==> config.mk <==
export PLATFORM = sky130hd
export DESIGN_NAME = sram_stream_ctrl
export DESIGN_NICKNAME = d
export VERILOG_FILES = /design/src/rtl/sram_stream_ctrl.sv
export SDC_FILE = /design/constraint.sdc
export NUM_CORES = 1
export LEC_CHECK = 0
export ABC_AREA = 0
export BUFFER_PORTS_ARGS = -buffer_cell sky130_fd_sc_hd__buf_4
export CORE_ASPECT_RATIO = 0.7
export CORE_MARGIN = 8
export CORE_UTILIZATION = 35
export CTS_CLUSTER_SIZE = 28
export DETAILED_ROUTE_END_ITERATION = 10
export SLEW_MARGIN = 20
export SYNTH_ARGS = -nofsm -noshare
export SYNTH_HDL_FRONTEND = slang
export SYNTH_SLANG_ARGS = --single-unit
export TNS_END_PERCENT = 5
==> constraint.sdc <==
create_clock -name CLK -period 3.27 [get_ports CLK]
set_input_delay 0.327 -clock CLK [delete_from_list [all_inputs] [get_ports CLK]]
set_output_delay 0.327 -clock CLK [all_outputs]
set_load 0.01 [all_outputs]
==> src/rtl/sram_stream_ctrl.sv <==
// Burst controller that streams write/read data between valid/ready ports and a single-port SRAM.
// Define SRAM_STREAM_WRAP_EN to accept bursts that run past the top word and wrap to address 0.
module sram_stream_ctrl #(
    parameter int unsigned ADDR_W = 11,
    parameter int unsigned DATA_W = 32,
    parameter int unsigned LEN_W  = 12
) (
    input  logic              CLK,
    input  logic              RST_N,
    input  logic              cmd_valid,
    output logic              cmd_ready,
    input  logic              cmd_write,
    input  logic [ADDR_W-1:0] cmd_addr,
    input  logic [LEN_W-1:0]  cmd_len,
    input  logic              wr_valid,
    output logic              wr_ready,
    input  logic [DATA_W-1:0] wr_data,
    output logic              rd_valid,
    input  logic              rd_ready,
    output logic [DATA_W-1:0] rd_data,
    output logic              busy,
    output logic              done,
    output logic              err,
    output logic              CEB,
    output logic              WEB,
    output logic [ADDR_W-1:0] A,
    output logic [DATA_W-1:0] D,
    input  logic [DATA_W-1:0] Q
);

    localparam int unsigned SumW = LEN_W + 1;
    localparam logic [SumW-1:0] MaxLen = SumW'(2 ** ADDR_W);

    typedef enum logic [1:0] {StIdle, StWrite, StRead, StDrain} state_e;

    state_e              r_state;
    state_e              w_state_d;
    logic [ADDR_W-1:0]   r_addr;
    logic [LEN_W-1:0]    r_remaining;
    logic                r_done;
    logic                r_err;
    logic                r_inflight;
    logic [1:0]          r_count;
    logic                r_wptr;
    logic                r_rptr;
    logic [DATA_W-1:0]   r_fifo [2];

    logic                w_cmd_fire;
    logic                w_len_ok;
    logic                w_range_ok;
    logic                w_cmd_ok;
    logic                w_wr_beat;
    logic                w_rd_issue;
    logic                w_rd_room;
    logic                w_pop;
    logic                w_last;
    logic                w_drain_end;

    assign w_cmd_fire = cmd_valid && cmd_ready;
    assign w_len_ok   = (cmd_len != '0) && ({1'b0, cmd_len} <= MaxLen);

`ifdef SRAM_STREAM_WRAP_EN
    assign w_range_ok = 1'b1;
`else
    logic [SumW-1:0] w_end;
    assign w_end      = SumW'(cmd_addr) + SumW'(cmd_len);
    assign w_range_ok = (w_end <= MaxLen);
`endif

    assign w_cmd_ok    = w_len_ok && w_range_ok;
    assign w_last      = (r_remaining == LEN_W'(1));
    assign rd_valid    = (r_count != 2'd0);
    assign rd_data     = r_fifo[r_rptr];
    assign w_pop       = rd_valid && rd_ready;
    assign w_drain_end = (r_count == 2'd0) && !r_inflight;

    // A word popped this cycle frees its slot, which keeps a full-rate stream going.
    assign w_rd_room = ((r_count - {1'b0, w_pop} + {1'b0, r_inflight}) < 2'd2);

    assign busy = (r_state != StIdle);
    assign done = r_done;
    assign err  = r_err;

    always_ff @(posedge CLK or negedge RST_N) begin
        if (!RST_N) begin
            r_state <= StIdle;
        end else begin
            r_state <= w_state_d;
        end
    end

    always_comb begin
        w_state_d = r_state;
        case (r_state)
            StIdle: begin
                if (w_cmd_fire && w_cmd_ok) begin
                    w_state_d = cmd_write ? StWrite : StRead;
                end
            end
            StWrite: begin
                if (w_wr_beat && w_last) begin
                    w_state_d = StIdle;
                end
            end
            StRead: begin
                if (w_rd_issue && w_last) begin
                    w_state_d = StDrain;
                end
            end
            StDrain: begin
                if (w_drain_end) begin
                    w_state_d = StIdle;
                end
            end
            default: w_state_d = StIdle;
        endcase
    end

    always_comb begin
        cmd_ready  = 1'b0;
        wr_ready   = 1'b0;
        CEB        = 1'b1;
        WEB        = 1'b1;
        A          = '0;
        D          = '0;
        w_wr_beat  = 1'b0;
        w_rd_issue = 1'b0;
        case (r_state)
            StIdle: begin
                cmd_ready = 1'b1;
            end
            StWrite: begin
                wr_ready  = 1'b1;
                w_wr_beat = wr_valid;
                CEB       = ~wr_valid;
                WEB       = ~wr_valid;
                A         = r_addr;
                D         = wr_data;
            end
            StRead: begin
                w_rd_issue = w_rd_room;
                CEB        = ~w_rd_room;
                A          = r_addr;
            end
            default: begin
            end
        endcase
    end

    always_ff @(posedge CLK or negedge RST_N) begin
        if (!RST_N) begin
            r_addr      <= '0;
            r_remaining <= '0;
            r_done      <= 1'b0;
            r_err       <= 1'b0;
            r_inflight  <= 1'b0;
            r_count     <= 2'd0;
            r_wptr      <= 1'b0;
            r_rptr      <= 1'b0;
            r_fifo[0]   <= '0;
            r_fifo[1]   <= '0;
        end else begin
            if (w_cmd_fire && w_cmd_ok) begin
                r_addr      <= cmd_addr;
                r_remaining <= cmd_len;
            end else if (w_wr_beat || w_rd_issue) begin
                r_addr      <= r_addr + ADDR_W'(1);
                r_remaining <= r_remaining - LEN_W'(1);
            end

            r_done <= (w_wr_beat && w_last) || ((r_state == StDrain) && w_drain_end);
            r_err  <= w_cmd_fire && !w_cmd_ok;

            // SRAM returns Q one cycle after issue; capture it straight into the FIFO.
            r_inflight <= w_rd_issue;
            if (r_inflight) begin
                r_fifo[r_wptr] <= Q;
                r_wptr         <= ~r_wptr;
            end
            if (w_pop) begin
                r_rptr <= ~r_rptr;
            end
            r_count <= r_count + {1'b0, r_inflight} - {1'b0, w_pop};
        end
    end

endmodule

### Word level (Yosys, flattened, before mapping)

Index checks and enable logic that the tools add are counted.
W data, S select, Z words.

| operators by class | value |
|---|---|
| reductions and logical operators | 23 |
| add/sub/neg operators | 7 |
| equal/unequal tests | 8 |
| $lt $le $gt $ge | 6 |
| multiplexer cells | 24 |
| bitwise logic cells | 6 |

Operators by type and width:

| cell | count |
|---|---|
| $mux W32 | 5 |
| $bwmux W64 | 1 |
| $mux W11 | 3 |
| $demux W32 S1 | 1 |
| $mux W12 | 2 |
| $add A11 B12 Y13 | 1 |
| $le A13 B12 Y1 const B | 1 |
| $eq A12 B1 Y1 const B | 1 |
| $le A12 B12 Y1 const B | 1 |
| $reduce_bool A12 Y1 | 1 |
| $sub A12 B1 Y12 const B | 1 |
| $add A11 B1 Y11 const B | 1 |
| $logic_and A1 B1 Y1 | 11 |
| $mux W2 | 5 |
| $ne A2 B2 Y1 const B | 4 |
| $pmux W2 S4 | 1 |
| $reduce_bool A2 Y1 | 3 |
| $mux W1 | 5 |
| $add A2 B1 Y2 | 2 |
| $eq A2 B2 Y1 const B | 2 |
| $ge A2 B2 Y1 const B | 2 |
| $logic_not A2 Y1 | 2 |
| $not A1 Y1 | 4 |
| $not A1 Y2 | 2 |
| 9 further kinds | 12 |

| word-level totals | value |
|---|---|
| register bits after elaboration | 96 |

### Depth between registers and ports, before layout

Gate-level depths: netlist (run 1).

| depth | value |
|---|---|
| depth in word-level cells | 9 |
| mapped depth | 13 |
| depth with buffers taken out | 13 |

### Worst setup path before layout (run 1)

Ideal clock, no wire load.

| path | value |
|---|---|
| path kind | reg-to-reg |
| from | register r_count[1] |
| to | register r_remaining[9] |
| buffers on the path | 0 |
| path slack | 5 ps |
| library setup time | 125 ps |
| stages on the path, launching flop included | 14 |
| clock period less this slack | 3,265 ps |
| data arrival time | 3,140 ps |
| cells stage by stage | dfrtp_1 -> or2_2 -> and2_1 -> ha_1 -> inv_1 -> ha_1 -> xor3_1 -> nor2_1 -> a21oi_1 -> or4_1 -> nor3_1 -> nand2b_1 -> xnor2_1 -> mux2_4 |

| between the ends | value |
|---|---|
| longest elaborated chain between the ends | 8 |

RTL lines:

| item | RTL line | RTL |
|---|---|---|
| start, declared | 43 | `logic [1:0] r_count;` |
| start signal, assigned | 183 | `r_count <= r_count + {1'b0, r_inflight} - {1'b0, w_pop};` |
| $reduce_bool A2 Y1 | 72 | `assign rd_valid = (r_count != 2'd0);` |
| via rd_valid | 18 | `output logic rd_valid,` |
| $logic_and A1 B1 Y1 | 74 | `assign w_pop = rd_valid && rd_ready;` |
| via w_pop | 55 | `logic w_pop;` |
| $sub A2 B1 Y2 | 78 | `assign w_rd_room = ((r_count - {1'b0, w_pop} + {1'b0, r_inflight}) < 2'd2);` |
| $add A2 B1 Y2 | 78 |  |
| $lt A2 B2 Y1 | 78 |  |
| $mux W1 | 128 | `case (r_state)` |
| via w_rd_issue | 53 | `logic w_rd_issue;` |
| $logic_or A1 B1 Y1 | 166 | `end else if (w_wr_beat \|\| w_rd_issue) begin` |
| $reduce_bool A2 Y1 (no source line) | -- |  |
| end signal, assigned | 165 | `r_remaining <= cmd_len;` |
| end signal, assigned | 168 | `r_remaining <= r_remaining - LEN_W'(1);` |
| end, declared | 39 | `logic [LEN_W-1:0] r_remaining;` |

The timed path passes the listed nets, and every way through them passes these cells.
A chain may end at the register's enable or synchronous reset.

### Final worst setup path (run 1)

| path | value |
|---|---|
| from | register r_count[0] |
| to | register r_remaining[11] |

| between the ends | value |
|---|---|
| longest elaborated chain between the ends | 8 |

RTL lines:

| item | RTL line |
|---|---|
| $reduce_bool A2 Y1 | 72 |
| $logic_and A1 B1 Y1 | 74 |
| via w_pop | 55 |
| $sub A2 B1 Y2 | 78 |
| $add A2 B1 Y2 | 78 |
| $lt A2 B2 Y1 | 78 |
| $mux W1 | 128 |
| via w_rd_issue | 53 |
| $logic_or A1 B1 Y1 | 166 |
| $reduce_bool A2 Y1 (no source line) | -- |

The timed path passes the listed nets, and every way through them passes these cells.

==> metrics.cfg, run 1 <==
[outcome]
status = completed

[pwr]
internal_power_mw = 4.53
switchingPower_mw = 2.50
swShare_pct = 35.6
power_mw = 7.03
vdd_drop_max_mv = 0.305
seq_power_share_pct = 31.2
pwr-share-clk_pct = 14.5
combPwrFrac_pct = 54.3
power.density_nw_per_um2 = 930
leakage_nw = 3.47

[sta]
finalWorstSetupSlack_ns = 0.113
hold_viol = 0
slew_headroom_pct = 30.4
max_freq_ghz = 0.317
finalWorstPathRequiredPeriod_ns = 3.16
finalSetupViolCount = 0
final_max_slew_viol_count = 0
fin_worst_skew_ns = 0.00871
fin_crit_sh_pct = 96.5
rsz0062_at_grt = no
tightest_slew_ns = 1.04

[routing]
firstDrtPassIters = 4
routed-wl-met3_um = 1290
wirelength_um = 15600
drtAntennaViolNets = 0
drc = 0
wl_met2_um = 7460
viasPerCell = 4.98
topRoutingLayerUsed = met4
drt_first_iter_violations = 240
wire_per_inst_um = 18.0
num_vias = 4323
met1_length_um = 6770

[hold_path]
hold_path.class = input pin to flop
holdPathEnd = r_fifo[14]
hold_depth = 2
hold_start = Q[14]

[layout]
multi_input_area_um2 = 3060
final_area_um2 = 7570
n_fill_cell = 1398
final_cells = 868
drive_gt1_share_pct = 51.6
nets = 777
area_growth_pct = 37.0
n_antenna_cell = 0
seq_area_um2 = 2400

[worst_setup_path]
critical_path_class = flop to flop
cp_top_family = simple AND/OR/NAND/NOR gates
rrSetupSlack_ns = 0.11
worstReg2RegStart = r_count[0]
start_kind = flop
crit_path_cell_trace = or2_4, and2_4, ha_4, inv_2, ha_4, xor3_2, nor2_4, a21oi_4, or4_4, nor3_2, buf_4, nand2_2, xnor2_1, mux2_4
worstPathMaxFanout = 4
r2r-end = r_remaining[11]
cp_slowest_cell = or4_4
slowest_delay_ns = 0.54
cp.required_ns = 3.49
critPathCaptureType = flop
cp.arrival_ns = 3.38
worstPathBufferInverterCount = 2
reg2reg_depth = 14
crit_top_cell = ha_4

[logic_synthesis]
synth_edf_count = 0
ys_types = 54
ys_warn_count = 0
syn_area_per_cell_um2 = 11.7
syn_area_um2 = 5520
synth-main-ff-cell = dfrtp_1
postSynthCellCount = 473
ys_ff_latch = 96
async_reset_ff_share_pct = 100
synth-seq-area-share_pct = 43.5
syn-num-nets = 587

[clock_tree]
clkSlewWorstSetupHoldPaths_ns = 0.08
cts_buffers = 9
htreeDepth = 3
clock-sinks = 96
cts_tree = yes
clock_latency_ns = 0.34
cts_max_path_buffers = 2
clock_tree.root_cell = clkbuf_16

[placement]
port_buffers = 175
place_area_um2 = 7140
post-place-ws_ns = -0.165
dp.final_hpwl_um = 12200
dp_cells = 844
gp_congestion = 0.872

[floorplan]
pin_count = 176
dieArea_um2 = 20100
dieHeight_um = 121
start_util_pct = 35.7
num_rows = 38
coreArea_um2 = 15500
dieWidth_um = 166

[global_routing]
grt_max_degree = 59
gr-total-overflow = 0
grt_pass1_vias = 4692
grtUsageTotal_pct = 15.5
grt_pass1_wl_um = 25100
grt_antenna_before_repair = 0

[job]
cap_violations = 0

[cell families (layout without fill, tap and decap cells)]
group / after synthesis / after routing / share of synthesized area, %
buffers and inverters: 31 / 226 / 2.56
adders and majority gates: 21 / 21 / 4.89
and+or+nand+nor: 129 / 129 / 13.0
muxes: 118 / 118 / 25.0
AOI/OAI and AO/OA: 49 / 49 / 6.21
DFF: 96 / 96 / 43.5
xor gates and xnor gates: 29 / 29 / 4.87
[stage by stage]
stage | hold WS (ns) | utilization [%] | setup TNS (ns)
after floorplan | 0.0314 | - | 0
after global placement | 0.481 | 46.0 | -1.58
after detailed placement | 0.315 | 46.2 | -2.50
after CTS | 0.213 | 49.0 | -0.0664
after global routing | 0.210 | 49.0 | 0
final | 0.227 | 49.0 | 0
[synthesized netlist by cell type, types with 2 or more instances]
master	count	share of area, %
clkbuf_1	10	0.68
a21oi_1	10	0.91
nand3_1	11	1.0
nor2_1	18	1.2
nor2b_1	4	0.45
a211oi_1	2	0.27
dfrtp_1	96	44
mux2i_1	2	0.36
mux2_2	102	21
a31oi_1	2	0.23
nor4_1	4	0.45
nand2b_1	6	0.68
and3_1	2	0.23
buf_1	6	0.41
o311ai_0	2	0.32
nand3b_1	2	0.27
nand2_1	20	1.4
mux2_4	14	3.8
a21o_1	4	0.54
or3_1	3	0.34
nor3_1	5	0.45
or4_1	2	0.27
xor2_1	7	1.1
ha_1	20	4.5
o21ai_0	12	1.1
nand4b_1	3	0.48
o311a_1	2	0.36
and2_1	45	5.1
xnor2_1	21	3.3
inv_1	12	0.82
[registers in the layout (all words and copies together), names as in the netlist]
register	flops
done	1
err	1
r_addr	11
r_count	2
r_fifo	64
r_inflight	1
r_remaining	12
r_rptr	1
r_state	2
r_wptr	1
[worst max-delay path by stage]
stage	from	end	slack (ns)	depth (start not counted)
floorplan	r_count[1]	r_remaining[9]	0.005	13
global placement	cmd_addr[0]	r_remaining[2]	-0.11	11
detailed placement	cmd_addr[0]	r_remaining[2]	-0.16	11
CTS	r_count[0]	r_remaining[11]	-0.04	14
global route	cmd_addr[0]	r_remaining[1]	0.03	11
finish	r_count[0]	r_remaining[11]	0.11	14
[cell type report]
| type | count | area share [%] |
|---|---|---|
| timing repair buffer | 198 | 20.1 |
| inverter | 12 | 0.595 |
| clock inverter | 7 | 0.810 |
| multi-input combinational | 346 | 40.4 |
| clock buffer | 9 | 2.98 |
| sequential | 96 | 31.8 |
| tap | 200 | 3.31 |
[what timing repair did]
action,CTS,global route
resized for setup,17,0
setup endpoints to repair,6,11
hold endpoints to repair,32,0
hold buffers,1,0
pin swaps,8,2
buffers inserted,7,0
[power groups by stage]
stage	Sequential [mW]	Combinational [mW]	Clock, mW
global route	2.28	4.17	1.10
detailed placement	2.21	3.73	0
finish	2.20	3.82	1.02
floorplan	2.09	2.30	0
CTS	2.20	3.90	1.05
global placement	2.16	3.64	0
[placed cells by master (no fill, tap or decap), drive strengths merged, types with 2 or more instances in the layout]
cell type	synthesis	layout
mux2i	2	2
o21ai	12	12
o311ai	2	2
dfrtp	96	96
xor2	7	7
ha	20	20
and2	45	45
nand3b	2	2
nand4b	3	3
and3	2	2
or3	3	3
nor2b	4	4
or4	2	2
nor3	6	6
buf	9	197
xnor2	21	21
a31oi	2	2
nor4	4	4
inv	12	15
nand2b	6	6
a21o	4	4
a211oi	3	3
clkinv	0	3
nor2	18	18
o311a	2	2
nand2	20	20
a21oi	10	10
mux2	116	116
nand3	11	11
clkbuf	10	9
[layer usage]
metal / vias to the layer above / global-route usage, %
met5: - / 0
met4: 0 / 2.55
met3: 11 / 5.26
met2: 151 / 26.4
met1: 2114 / 19.0
li1: 2047 / -
(Power assumes the default switching activity.)
==> run 2, diff against run 1 <==
--- a/config.mk
+++ b/config.mk
@@ -6,7 +6,7 @@
 export NUM_CORES = 1
 export LEC_CHECK = 0
 export ABC_AREA = 0
-export BUFFER_PORTS_ARGS = -buffer_cell sky130_fd_sc_hd__buf_4
+export BUFFER_PORTS_ARGS = -buffer_cell sky130_fd_sc_hd__buf_2
 export CORE_ASPECT_RATIO = 0.7
 export CORE_MARGIN = 8
 export CORE_UTILIZATION = 35
==> run 2 against run 1 <==
  * Combinational power decreased by 13%
  * Critical path depth unchanged
  * Setup slack worse by 0.045 ns
  * Cell area is 6.9% lower
  * Critical path type unchanged
  * Critical endpoint is now r_remaining[7]
  * Highest routed layer unchanged
==> metrics.cfg, run 2 (same netlist as run 1, synthesis figures left out) <==
[outcome]
status = completed

[floorplan]
dieWidth_um = 166
dieArea_um2 = 20100
num_rows = 38
coreArea_um2 = 15500
start_util_pct = 35.7
pin_count = 176
dieHeight_um = 121

[worst_setup_path]
cp_slowest_cell = or4_4
critPathCaptureType = flop
critical_path_class = flop to flop
slowest_delay_ns = 0.45
cp.required_ns = 3.49
crit_path_cell_trace = or2_4, and2_4, ha_1, inv_1, ha_2, xor3_2, nor2_4, a21oi_2, or4_4, nor3_2, buf_4, nand2_1, xnor2_1, mux2_4
start_kind = flop
worstPathMaxFanout = 4
cp.arrival_ns = 3.42

[pwr]
internal_power_mw = 4.17
pwr-share-clk_pct = 15.8
seq_power_share_pct = 33.7
combPwrFrac_pct = 50.5
power_mw = 6.61
vdd_drop_max_mv = 0.339
power.density_nw_per_um2 = 938
switchingPower_mw = 2.44
swShare_pct = 36.9
leakage_nw = 3.32

[routing]
drt_first_iter_violations = 165
wirelength_um = 15200
num_vias = 4323
viasPerCell = 5.01
drc = 0
firstDrtPassIters = 5
wire_per_inst_um = 17.6
drtAntennaViolNets = 0

[layout]
reg_top3 = r_fifo: 64 flops, r_remaining: 12 flops, r_addr: 11 flops
nets = 772
area_growth_pct = 27.6
drive_gt1_share_pct = 51.0
final_util_pct = 45.6
seq_area_um2 = 2400
layout_common_cells = 174 x buf_2, 102 x mux2_2, 96 x dfrtp_1, 44 x and2_1, 21 x xnor2_1
n_antenna_cell = 0
regMostFlops = r_fifo
multi_input_area_um2 = 3020
largest_register_ffs = 64
final_common_cell = buf_2
n_fill_cell = 1472

[global_routing]
gr-total-overflow = 0
grtUsageTotal_pct = 14.7
grt_max_degree = 62
grt_pass1_vias = 4644
grt_pass1_wl_um = 24000
grt_antenna_before_repair = 0

[sta]
rsz0062_at_grt = yes
fin_worst_skew_ns = 0.00983
fin_crit_sh_pct = 97.9
finalWorstSetupSlack_ns = 0.0679
finalWorstPathRequiredPeriod_ns = 3.20
tightest_slew_ns = 1.03
holdWs_ns = 0.0605
final_max_slew_viol_count = 0
slew_headroom_pct = 31.3
hold_viol = 0
max_freq_ghz = 0.312
finalSetupViolCount = 0

[clock_tree]
clock_latency_ns = 0.34
clock_tree.root_cell = clkbuf_16
cts_max_path_buffers = 2
cts_tree = yes
htreeDepth = 3
postCtsHoldBufs = 0
clock-sinks = 96
cts_buffers = 9
clkSlewWorstSetupHoldPaths_ns = 0.07

[job]
cap_violations = 0

[placement]
dp.final_hpwl_um = 12000
post-place-ws_ns = -0.160
gp_congestion = 0.950
port_buffers = 175

[hold_path]
hold_path.class = input pin to async pin

-- run 2: changes by cell type in the layout (fill, tap and decap cells not counted), moves of 2 or more --
| cell | delta |
|---|---|
| buf_4 | -177 |
| buf_2 | +174 |
| ha_4 | -2 |
| nand2_1 | +2 |
| nand2_2 | -2 |
-- run 2: power by group through the flow --
stage | Combinational, mW | Clock, mW | Sequential, mW
after floorplan | 2.30 | 0 | 2.09
after global placement | 3.26 | 0 | 2.19
after detailed placement | 3.34 | 0 | 2.24
after CTS | 3.36 | 1.09 | 2.22
after global routing | 3.64 | 1.13 | 2.32
final | 3.34 | 1.04 | 2.23
-- run 2: final timing paths --
kind	start	to	slack, ns	cells after the start
max in group asynchronous	RST_N	r_fifo[3]	2.44	2
setup / recovery	r_count[1]	r_remaining[7]	0.07	14
hold reg to reg	r_fifo[7]	r_fifo[7]	0.50	1
setup reg to reg	r_count[1]	r_remaining[7]	0.07	14
min in group CLK	Q[6]	r_fifo[38]	0.22	2
hold / removal	RST_N	r_fifo[20]	0.06	1
-- run 2: timing repair --
item | 4_1_cts | 5_1_grt
gates resized for setup | 1 | 10
endpoints found under the setup margin | 3 | 10
buffers inserted | 0 | 2
pin swaps | 0 | 2
endpoints found under the hold margin | 0 | 0
gates cloned | 0 | 0
-- run 2: metal layers --
layer,wire (µm),part of all wire [%],track usage [%]
met5,0,0,0
met4,123,0.81,3.74
met3,1200,7.9,5.46
met2,7270,48,25.2
met1,6570,43,17.4
-- run 2: area by class of cell --
cell class | count | share of cell area, %
clock buffers | 10 | 3.39
repair buffers | 193 | 14.6
inverters | 12 | 0.640
multi-input cells | 346 | 42.9
well taps | 200 | 3.55
flip-flops and latches | 96 | 34.1
clock inverters | 6 | 0.817
-- run 2: through the flow --
step,instances,cell area [µm²],setup TNS [ns]
floorplan,473,5520,0
detailed placement,845,6690,-2.37
global placement,845,6690,-1.45
CTS,861,6990,0
global route,863,7040,-0.0687
finish,863,7040,0
-- run 2: critical path, delay by kind of cell (launching register included) --
kind                       cells  cell delay (ns)
and+or+nand+nor                6             1.20
AOI/OAI and AO/OA              1             0.06
adders and majority gates      2             0.42
muxes                          1             0.27
DFF                            1             0.39
xor gates and xnor gates       2             0.56
buffers and inverters          2             0.19
==> run 3, diff against run 2 <==
==> constraint.sdc (replaced) <==
create_clock -name CLK -period 2.6 [get_ports CLK]
set_input_delay 0.26 -clock CLK [delete_from_list [all_inputs] [get_ports CLK]]
set_output_delay 0.26 -clock CLK [all_outputs]
set_load 0.01 [all_outputs]
==> run 3 against run 2 <==
  * The run now ends with setup timing left
  * Clock skew down 0.0056 ns
  * Setup slack lost 0.55 ns
  * Non-clock buffer count grew 53
  * Clock power grew 42%
  * Sequential cell count unchanged
  * Sequential power increased by 25%
==> metrics.cfg, run 3 (same netlist as run 1, synthesis figures left out) <==
[placement]
port_buffers = 175
dp.final_hpwl_um = 12400
gp_congestion = 0.867
post-place-ws_ns = -0.656
place_area_um2 = 7120

[sta]
slew_headroom_pct = 58.8
tightest_slew_ns = 0.619
rsz0062_at_grt = yes
finalWorstPathRequiredPeriod_ns = 3.08
holdWs_ns = 0.163
final_max_slew_viol_count = 0
fin_worst_skew_ns = 0.00422
fin_crit_sh_pct = 118
max_freq_ghz = 0.325
finalWorstSetupSlack_ns = -0.479
finalSetupViolCount = 25
hold_viol = 0

[floorplan]
dieArea_um2 = 20100
coreArea_um2 = 15500
dieHeight_um = 121
pin_count = 176
dieWidth_um = 166
start_util_pct = 35.7
num_rows = 38

[global_routing]
grt_pass1_wl_um = 25400
grt_antenna_before_repair = 0
grt_pass1_vias = 5091
grtUsageTotal_pct = 15.5
grt_max_degree = 51
gr-total-overflow = 0

[worst_setup_path]
cp.arrival_ns = 3.30
worstPathBufferInverterCount = 1
slowest_delay_ns = 0.45
worstPathMaxFanout = 5
cp.required_ns = 2.82
cp_slowest_cell = or4_4
critical_path_class = flop to flop
crit_path_cell_trace = or2_2, and2_4, ha_1, inv_1, ha_1, xor3_1, nor2_2, a21oi_2, or4_4, nor3_4, nand2b_1, xnor2_1, mux2_4
crit_top_cell = ha_1
start_kind = flop
critPathCaptureType = flop
cp_top_family = simple AND/OR/NAND/NOR gates

[pwr]
internal_power_mw = 5.58
power.density_nw_per_um2 = 1150
swShare_pct = 35.4
seq_power_share_pct = 32.2
pwr-share-clk_pct = 17.2
switchingPower_mw = 3.06
power_mw = 8.64
combPwrFrac_pct = 50.6
vdd_drop_max_mv = 0.441
leakage_nw = 3.60

[hold_path]
hold_path.class = input pin to flop

[layout]
area_growth_pct = 35.9
final_area_um2 = 7500
layout_common_cells = 174 x buf_2, 102 x mux2_2, 96 x dfrtp_1, 70 x buf_4, 44 x and2_1
final_common_cell = buf_2
nets = 825
drive_gt1_share_pct = 54.7
final_util_pct = 48.6
regMostFlops = r_fifo
n_fill_cell = 1434
largest_register_ffs = 64
reg_top3 = r_fifo: 64 flops, r_remaining: 12 flops, r_addr: 11 flops

[clock_tree]
htreeDepth = 3
clock-sinks = 96
clkSlewWorstSetupHoldPaths_ns = 0.07
clock_latency_ns = 0.34
clock_tree.root_cell = clkbuf_16
cts_tree = yes
cts_max_path_buffers = 2
postCtsSetupRepairBufs = 0
cts_buffers = 9

[routing]
num_vias = 4482
drt_first_iter_violations = 180
firstDrtPassIters = 4
viasPerCell = 4.89
drc = 0
wirelength_um = 15300
wire_per_inst_um = 16.7
drtAntennaViolNets = 0

[outcome]
violations = setup timing
status = complete, but fails checks

[job]
cap_violations = 0

[run 3: path summary, 6_finish.rpt]
kind | from | endpoint | slack [ns] | cells past startpoint
hold / removal | Q[10] | r_fifo[10] | 0.16 | 2
setup reg to reg | r_count[1] | r_remaining[9] | -0.48 | 13
max in group asynchronous | RST_N | r_fifo[19] | 1.43 | 3
setup / recovery | r_count[1] | r_remaining[9] | -0.48 | 13
hold reg to reg | r_rptr | r_rptr | 0.48 | 1
min in group asynchronous | RST_N | r_fifo[18] | 0.47 | 2
[run 3: stage by stage]
| step | cells | TNS [ns] |
|---|---|---|
| finish | 917 | -6.38 |
| global route | 916 | -10.59 |
| CTS | 916 | -6.53 |
| detailed placement | 899 | -14.89 |
| global placement | 899 | -13.66 |
| floorplan | 473 | -9.05 |
[run 3: layer usage]
metal | global-route usage [%] | part of all wire [%] | vias up | wire length [µm]
li1 | - | - | 2161 | -
met1 | 19.0 | 46 | 2190 | 7050
met2 | 26.9 | 48 | 121 | 7380
met3 | 4.35 | 5.1 | 10 | 787
met4 | 3.57 | 0.76 | 0 | 117
met5 | 0 | 0 | - | 0
[run 3: layout make-up]
class | count | area [µm²] | area share, %
multi-input cells | 346 | 3040 | 40.5
flip-flops and latches | 96 | 2400 | 32.0
repair buffers | 246 | 1430 | 19.0
clock buffers | 11 | 253 | 3.37
well taps | 200 | 250 | 3.33
clock inverters | 5 | 85.1 | 1.13
inverters | 12 | 45.0 | 0.600
diodes | 1 | 2.50 | 0.0333
[run 3: what timing repair did]
item,in CTS,in global routing
hold buffers,1,0
pin swaps,6,1
gates resized for setup,5,4
setup endpoints to repair,26,26
hold endpoints to repair,47,0
[run 3: power by group through the flow]
stage / Sequential, mW / Clock, mW / Combinational (mW)
6_report: 2.78 / 1.48 / 4.37
4_1_cts: 2.78 / 1.53 / 4.48
3_3_place_gp: 2.74 / 0 / 4.32
3_5_place_dp: 2.80 / 0 / 4.45
2_1_floorplan: 2.63 / 0 / 2.91
5_1_grt: 2.89 / 1.59 / 4.82
[run 3: worst reg2reg max path, delay by kind of cell, from the launching register on]
kind | cells | cell delay (ns)
AND/OR/NAND/NOR | 6 | 1.37
adder cells (fa/ha/maj) | 2 | 0.41
XOR/XNOR | 2 | 0.39
flip-flops | 1 | 0.38
multiplexers | 1 | 0.27
AO/OA/AOI/OAI | 1 | 0.09
buffers and inverters | 1 | 0.06
